## src/rtl/multigate_pkg.sv

```systemverilog
// -----------------------------------------------------------------------------
// multigate_pkg
//   Shared types and elaboration-time helpers for the pipelined reduction gate.
//   - op_t          : per-beat reduction operator (AND / OR / XOR / XNOR)
//   - identity()    : padding value that leaves a group's result unchanged
//   - combine()     : two-input step of the reduction (XNOR reduces as XOR)
//   - num_stages()  : tree depth, ceil(log_fanin(width))
//   - node_count()  : number of partial results present at a given tree level
//   - level_offset(): bit offset of a level inside the flattened level bus
// -----------------------------------------------------------------------------
package multigate_pkg;

  typedef enum logic [1:0] {
    OP_AND  = 2'b00,
    OP_OR   = 2'b01,
    OP_XOR  = 2'b10,
    OP_XNOR = 2'b11
  } op_t;

  // AND is neutral under 1; OR/XOR are neutral under 0. XNOR is carried as XOR
  // through the tree and inverted once at the end, so it pads with 0 as well.
  function automatic logic identity(input op_t op);
    return (op == OP_AND);
  endfunction

  function automatic logic combine(input op_t op, input logic a, input logic b);
    case (op)
      OP_AND:  return a & b;
      OP_OR:   return a | b;
      default: return a ^ b;
    endcase
  endfunction

  function automatic int num_stages(input int width, input int fanin);
    int n;
    int st;
    n  = width;
    st = 0;
    for (int i = 0; i < 32; i++) begin
      if (n > 1) begin
        n  = (n + fanin - 1) / fanin;
        st = st + 1;
      end
    end
    return st;
  endfunction

  // Level 0 is the raw bus; level num_stages() holds the single result bit.
  function automatic int node_count(input int width, input int fanin, input int level);
    int n;
    n = width;
    for (int i = 0; i < level; i++) begin
      n = (n + fanin - 1) / fanin;
    end
    return n;
  endfunction

  function automatic int level_offset(input int width, input int fanin, input int level);
    int off;
    off = 0;
    for (int i = 0; i < level; i++) begin
      off = off + node_count(width, fanin, i);
    end
    return off;
  endfunction

endpackage

```

## src/rtl/multigate_reduce_stage.sv

```systemverilog
// -----------------------------------------------------------------------------
// multigate_reduce_stage
//   One level of the reduction tree. Groups IN_W partials into FANIN-wide
//   nodes (padding the last group with the operator identity), reduces each
//   group, and registers {valid, op, partial} behind a valid/ready handshake.
//
//   Parameters: IN_W  partials entering this level
//               FANIN inputs per node
//   Ports:
//     clk, reset          clock, synchronous active-high reset
//     in_valid/in_ready   upstream handshake (in_ready is combinational)
//     in_op, in_data      operator and partials of the incoming beat
//     out_valid/out_ready downstream handshake
//     out_op, out_data    registered operator and reduced partials
// -----------------------------------------------------------------------------
module multigate_reduce_stage
  import multigate_pkg::*;
#(
  parameter int IN_W  = 16,
  parameter int FANIN = 4,
  localparam int OUT_W = (IN_W + FANIN - 1) / FANIN
) (
  input  logic             clk,
  input  logic             reset,
  input  logic             in_valid,
  output logic             in_ready,
  input  op_t              in_op,
  input  logic [IN_W-1:0]  in_data,
  output logic             out_valid,
  input  logic             out_ready,
  output op_t              out_op,
  output logic [OUT_W-1:0] out_data
);

  localparam int PAD_W = OUT_W * FANIN;

  logic [PAD_W-1:0] w_padded;
  logic [OUT_W-1:0] w_next;

  logic             r_valid;
  op_t              r_op;
  logic [OUT_W-1:0] r_data;

  // This level can take a new beat when it is empty or its beat leaves now.
  assign in_ready = !r_valid || out_ready;

  // NOTE: combinational logic uses blocking '=' with a default for every
  // output assigned first, so no path leaves a value held (no latch).
  always_comb begin
    logic w_acc;
    w_next   = '0;
    w_padded = {PAD_W{identity(in_op)}};
    w_padded[IN_W-1:0] = in_data;
    for (int g = 0; g < OUT_W; g++) begin
      w_acc = w_padded[g*FANIN];
      for (int j = 1; j < FANIN; j++) begin
        w_acc = combine(in_op, w_acc, w_padded[g*FANIN + j]);
      end
      w_next[g] = w_acc;
    end
  end

  // NOTE: registers use non-blocking '<=' so every stage samples the values
  // its neighbour held before this edge.
  always_ff @(posedge clk) begin
    if (reset) begin
      r_valid <= 1'b0;
      r_op    <= OP_AND;
      r_data  <= '0;
    end else if (in_ready) begin
      r_valid <= in_valid;
      if (in_valid) begin
        r_op   <= in_op;
        r_data <= w_next;
      end
    end
  end

  assign out_valid = r_valid;
  assign out_op    = r_op;
  assign out_data  = r_data;

endmodule

```

## src/rtl/multigate_reduce_pipe.sv

```systemverilog
// -----------------------------------------------------------------------------
// multigate_reduce_pipe
//   Pipelined WIDTH-input reduction gate with a per-beat operator
//   (AND/OR/XOR/XNOR) built from a FANIN-ary tree, one register per level,
//   elastic valid/ready on both sides.
//
//   Parameters: WIDTH (>=2) bus width, FANIN (2..8) inputs per node.
//   Ports:
//     clk, reset          clock, synchronous active-high reset
//     in_valid/in_ready   input handshake
//     bus [WIDTH-1:0]     operand bits
//     op  [1:0]           00 AND, 01 OR, 10 XOR, 11 XNOR
//     out_valid/out_ready output handshake
//     s                   reduction result
//
//   Build option MULTIGATE_SKID_EN: adds a 2-entry skid buffer ahead of the
//   tree so in_ready comes from a register (latency +1, capacity +2).
//   Without it in_ready is combinational from the out_ready chain.
// -----------------------------------------------------------------------------
module multigate_reduce_pipe
  import multigate_pkg::*;
#(
  parameter int WIDTH = 16,
  parameter int FANIN = 4
) (
  input  logic             clk,
  input  logic             reset,
  input  logic             in_valid,
  output logic             in_ready,
  input  logic [WIDTH-1:0] bus,
  input  logic [1:0]       op,
  output logic             out_valid,
  input  logic             out_ready,
  output logic             s
);

  localparam int STAGES   = num_stages(WIDTH, FANIN);
  localparam int DATA_W   = level_offset(WIDTH, FANIN, STAGES + 1);
  localparam int LAST_OFF = level_offset(WIDTH, FANIN, STAGES);

  // All tree levels share one flat bus; level k occupies
  // [level_offset(k) +: node_count(k)], so every bit has exactly one driver.
  logic [STAGES:0]   w_lvl_valid;
  logic [STAGES:0]   w_lvl_ready;
  op_t               w_lvl_op [STAGES+1];
  logic [DATA_W-1:0] w_lvl_data;

`ifdef MULTIGATE_SKID_EN
  logic [WIDTH-1:0] r_skid_bus [2];
  op_t              r_skid_op  [2];
  logic             r_wr_ptr;
  logic             r_rd_ptr;
  logic [1:0]       r_cnt;
  logic             r_in_ready;
  logic [1:0]       w_cnt_next;
  logic             w_push;
  logic             w_pop;

  assign w_push     = in_valid && r_in_ready;
  assign w_pop      = (r_cnt != 2'd0) && w_lvl_ready[0];
  assign w_cnt_next = r_cnt + {1'b0, w_push} - {1'b0, w_pop};

  always_ff @(posedge clk) begin
    if (reset) begin
      r_cnt      <= 2'd0;
      r_wr_ptr   <= 1'b0;
      r_rd_ptr   <= 1'b0;
      r_in_ready <= 1'b1;
    end else begin
      r_cnt <= w_cnt_next;
      if (w_push) r_wr_ptr <= ~r_wr_ptr;
      if (w_pop)  r_rd_ptr <= ~r_rd_ptr;
      // Ready for the next cycle is decided from next occupancy only, which
      // breaks the out_ready -> in_ready combinational path.
      r_in_ready <= (w_cnt_next != 2'd2);
    end
  end

  // NOTE: the skid entries are storage, not state: they are not reset because
  // r_cnt alone says whether an entry holds a live beat.
  always_ff @(posedge clk) begin
    if (w_push) begin
      r_skid_bus[r_wr_ptr] <= bus;
      r_skid_op[r_wr_ptr]  <= op_t'(op);
    end
  end

  assign in_ready              = r_in_ready;
  assign w_lvl_valid[0]        = (r_cnt != 2'd0);
  assign w_lvl_op[0]           = r_skid_op[r_rd_ptr];
  assign w_lvl_data[WIDTH-1:0] = r_skid_bus[r_rd_ptr];
`else
  assign in_ready              = w_lvl_ready[0];
  assign w_lvl_valid[0]        = in_valid;
  assign w_lvl_op[0]           = op_t'(op);
  assign w_lvl_data[WIDTH-1:0] = bus;
`endif

  for (genvar k = 0; k < STAGES; k++) begin : g_lvl
    localparam int IN_W    = node_count(WIDTH, FANIN, k);
    localparam int OUT_W   = node_count(WIDTH, FANIN, k + 1);
    localparam int IN_OFF  = level_offset(WIDTH, FANIN, k);
    localparam int OUT_OFF = level_offset(WIDTH, FANIN, k + 1);

    multigate_reduce_stage #(
      .IN_W  (IN_W),
      .FANIN (FANIN)
    ) u_stage (
      .clk       (clk),
      .reset     (reset),
      .in_valid  (w_lvl_valid[k]),
      .in_ready  (w_lvl_ready[k]),
      .in_op     (w_lvl_op[k]),
      .in_data   (w_lvl_data[IN_OFF +: IN_W]),
      .out_valid (w_lvl_valid[k+1]),
      .out_ready (w_lvl_ready[k+1]),
      .out_op    (w_lvl_op[k+1]),
      .out_data  (w_lvl_data[OUT_OFF +: OUT_W])
    );
  end

  assign w_lvl_ready[STAGES] = out_ready;
  assign out_valid           = w_lvl_valid[STAGES];

  // XNOR travels as XOR; the single inversion happens here. The last stage
  // resets to op AND with data 0, so s reads 0 out of reset.
  assign s = w_lvl_data[LAST_OFF] ^ (w_lvl_op[STAGES] == OP_XNOR);

endmodule

```

## config.mk

```make
export PLATFORM = sky130hd
export DESIGN_NAME = multigate_reduce_pipe
export DESIGN_NICKNAME = d
export VERILOG_FILES = /design/src/rtl/multigate_pkg.sv /design/src/rtl/multigate_reduce_stage.sv /design/src/rtl/multigate_reduce_pipe.sv
export SDC_FILE = /design/constraint.sdc
export NUM_CORES = 1
export LEC_CHECK = 0
export BUFFER_PORTS_ARGS = -buffer_cell sky130_fd_sc_hd__buf_4
export CORE_MARGIN = 5
export CORE_UTILIZATION = 55
export CTS_BUF_LIST = sky130_fd_sc_hd__clkbuf_8 sky130_fd_sc_hd__clkbuf_16
export CTS_CLUSTER_DIAMETER = 120
export DETAILED_ROUTE_END_ITERATION = 10
export PLACE_DENSITY = 0.79
export SETUP_SLACK_MARGIN = 0.05
export SLEW_MARGIN = 10
export SYNTH_ARGS = -nofsm -noshare
export SYNTH_HDL_FRONTEND = slang
export SYNTH_SLANG_ARGS = --single-unit
```

## constraint.sdc

```tcl
create_clock -name clk -period 3.2 [get_ports clk]
set_input_delay 0.64 -clock clk [delete_from_list [all_inputs] [get_ports clk]]
set_output_delay 0.64 -clock clk [all_outputs]
set_load 0.02 [all_outputs]
```

==> impl_metrics.toml <==
[global_routing]
grt_antenna_before_repair = 0
grt_usage_pct = 15.50
grt_pass1_vias = 1083
grt_pass1_wl_um = 4257
grt_overflow = 0
grt_max_degree = 34

[hold_path]
hold-path-cell-count = 2
whs_endpoint = "g_lvl[1].u_stage.out_op[1]"
hp-class = "flip-flop to flip-flop"
min_from = "g_lvl[1].u_stage.out_op[1]"

[synth]
ys_warn_count = 0
synth-seq-area-share_pct = 17.15
synth.area.mux_share_pct = 3.899
synth-xor-area-share_pct = 0.6823
synth_compound_area_share_pct = 24.56
syn_avg_cell_area_um2 = 7.687
synth_top_family_by_area = "adder cells"
ys_ff_latch = 11
synth-adder-area-share_pct = 29.24
synth.net_count = 219
synth_cell_types = 26
synth-simple-area-share_pct = 14.04
syn_area_um2 = 1284
synthCells = 167

[final_layout]
post-route-util_pct = 67.99
nNetsFinal = 241
drive_above_1_share_pct = 16.49
diodes = 0
layout.cells.non_filler = 216
area_growth_pct = 17.15
regArea_um2 = 220.2
fill_cells = 201
multi_input_comb_area_um2 = 929.6

[die]
initial_core_util_pct = 58.03
die_y_um = 58.31
die-area_um2 = 3400
die_w_um = 58.31
ios = 25
core_um2 = 2212
rows = 17

[timing]
report.final.slew_viol_count = 0
finalSetupTns_ns = 0
setup_slack_ns = 0.8711
rsz0062_at_grt = "false"
relSlewSlack_pct = 77.74
max_freq_mhz = 429.4
hold_viol_final = 0
worst_pin_slew_ns = 0.3335
finalCriticalPeriod_ns = 2.329
fin_crit_sh_pct = 72.78
setup_violations = 0
worst_clock_skew_ns = 0.0007819

[placed_design]
gp_congestion = 0.7162
dp_cells = 212
dp_worst_setup_slack_ns = 0.6108
dp_hpwl_um = 1897
portBuffers = 24

[pwr]
seqPwrFrac_pct = 35.9
p_comb_share_pct = 33.9
sw_frac_of_total_pct = 30.74
power_frac_clock_pct = 30.2
p_int_w = 0.0003042
leakage_nw = 0.7707
p_switching_w = 0.0001350
cellPowerDensity_nw_per_um2 = 292.0
vdd_drop_max_uv = 195.1
total_power_w = 0.0004392

[critical_path]
crit_start = "bus[0]"
cp-start-kind = "primary input"
worstPathMaxFanout = 2
rrSetupSlack_ns = 0.90
cp-end-kind = "flip-flop"
r2r_cells = 13
critPathKind = "primary input to flip-flop"
cp.arrival_ns = 2.48
r2r_end = "g_lvl[1].u_stage.out_data"
r2r_start = "g_lvl[0].u_stage.out_data[0]"
worstPathRequired_ns = 3.35

[clocking]
cts-buffers-inserted = 3
cts_tree = "built"
ctsLongestPathBuffers = 2
cts_root_buf = "clkbuf_8"
ctsHoldBuffers = 0
cts_setup_buffers = 0
cts_max_level = 1
post_cts_resized = 0
clkSinkCount = 11
clk_latency_ns = 0.23
clkTransAtPathRegs_ns = 0.05

[status]
status = "complete, no violations"

[detailed_routing]
vias = 1127
drc = 0
wire_per_inst_um = 11.06
dr.pass1.iters = 4
routed_wl_um = 2390
viasPerCell = 5.218
ant_nets = 0
dr.first_iter.drc_count = 24

[job]
drv_cap = 0
[layout make-up]
class | count | share of cell area, %
Clock buffer | 3 | 2.745
Clock inverter | 1 | 0.2496
Inverter | 25 | 6.240
Multi-Input combinational cell | 124 | 61.81
Sequential cell | 11 | 14.64
Tap cell | 28 | 2.329
Timing Repair Buffer | 24 | 11.98
[cell usage after synthesis]
master    count  area share, %
nand3_1       2           0.78
nand2_1      22            6.4
o21a_1       10            5.8
and2b_1       1           0.59
nand2b_1      5            2.4
a211o_2       1           0.78
or2_2         1           0.49
or2b_1        1           0.59
buf_6         1           0.88
a211oi_1      2            1.2
o21ai_0      20            7.8
mux2i_1       5            3.9
xnor2_1       1           0.68
a21oi_1       9            3.5
buf_4         1           0.59
ha_1         30             29
nand3b_2      1           0.88
inv_1        25            7.3
a211o_1       4            2.7
dfxtp_1      11             17
a311oi_1      3            2.0
nand4b_1      1           0.68
clkbuf_1      3           0.88
nor2_1        4            1.2
a21oi_2       1           0.68
buf_2         2           0.78
[power by group through the flow]
stage | Combinational [W] | Clock, W | Sequential (W)
2_1_floorplan | 0.000105 | 0 | 0.000156
4_1_cts | 0.000151 | 0.000135 | 0.000157
3_5_place_dp | 0.000150 | 0 | 0.000160
3_3_place_gp | 0.000139 | 0 | 0.000159
5_1_grt | 0.000175 | 0.000143 | 0.000159
6_report | 0.000149 | 0.000133 | 0.000158
[worst max-delay path by stage]
stage	to	slack [ns]	depth (start not counted)
floorplan	g_lvl[0].u_stage.out_data[0]	0.78	12
global placement	g_lvl[0].u_stage.out_data[3]	0.68	13
detailed placement	g_lvl[0].u_stage.out_data[3]	0.61	14
CTS	g_lvl[0].u_stage.out_data[3]	0.86	14
global route	g_lvl[0].u_stage.out_data[0]	0.62	14
finish	g_lvl[0].u_stage.out_data[0]	0.87	14
[cells by family after synthesis]
family,after synthesis
compound gates,50
xor+xnor,1
fa+ha+maj,30
buf+inv,32
flops,11
mux,5
simple gates,38
[cell usage in the layout, fill, tap and decap left out, drive strengths merged]
cell type | synthesis | final
nand3b | 1 | 1
or2b | 1 | 1
clkbuf | 3 | 3
a211o | 5 | 5
nand2b | 5 | 5
a311oi | 3 | 3
a211oi | 2 | 2
o21a | 10 | 10
o21ai | 20 | 20
mux2i | 5 | 5
or2 | 1 | 1
a21oi | 10 | 10
and2b | 1 | 1
nand2 | 22 | 22
xnor2 | 1 | 1
inv | 25 | 26
ha | 30 | 30
nand3 | 2 | 2
dfxtp | 11 | 11
nor2 | 4 | 4
nand4b | 1 | 1
buf | 4 | 24
[flip-flops by register name, indices dropped and copies added, names as in the netlist]
| signal | count |
|---|---|
| g_lvl.u_stage.out_data | 5 |
| g_lvl.u_stage.out_op | 4 |
| g_lvl.u_stage.out_valid | 2 |
[critical path, stage by stage]
cell	delay, ns
buf_4	0.09
inv_1	0.03
ha_1	0.17
nand2_1	0.05
o21ai_0	0.09
o21a_1	0.19
ha_1	0.17
nand2_1	0.06
o21ai_0	0.09
o21ai_0	0.19
ha_1	0.17
nor2_1	0.04
a211o_1	0.27
a311oi_1	0.23
[metrics by stage]
stage / hold WS [ns] / area [um2]
finish: 0.4831 / 1504
CTS: 0.4820 / 1504
global route: 0.5130 / 1504
global placement: 0.4647 / 1459
floorplan: 0.4540 / 1284
detailed placement: 0.4764 / 1459
[per-layer routing]
metal / vias up / global-route usage (%) / share of wire, %
met5: - / 0 / 0
met4: 0 / 9.603 / 2.1
met3: 4 / 1.974 / 3.3
met2: 19 / 26.16 / 49
met1: 502 / 18.48 / 45
li1: 602 / - / -
Power figures use the tool's default switching activity.
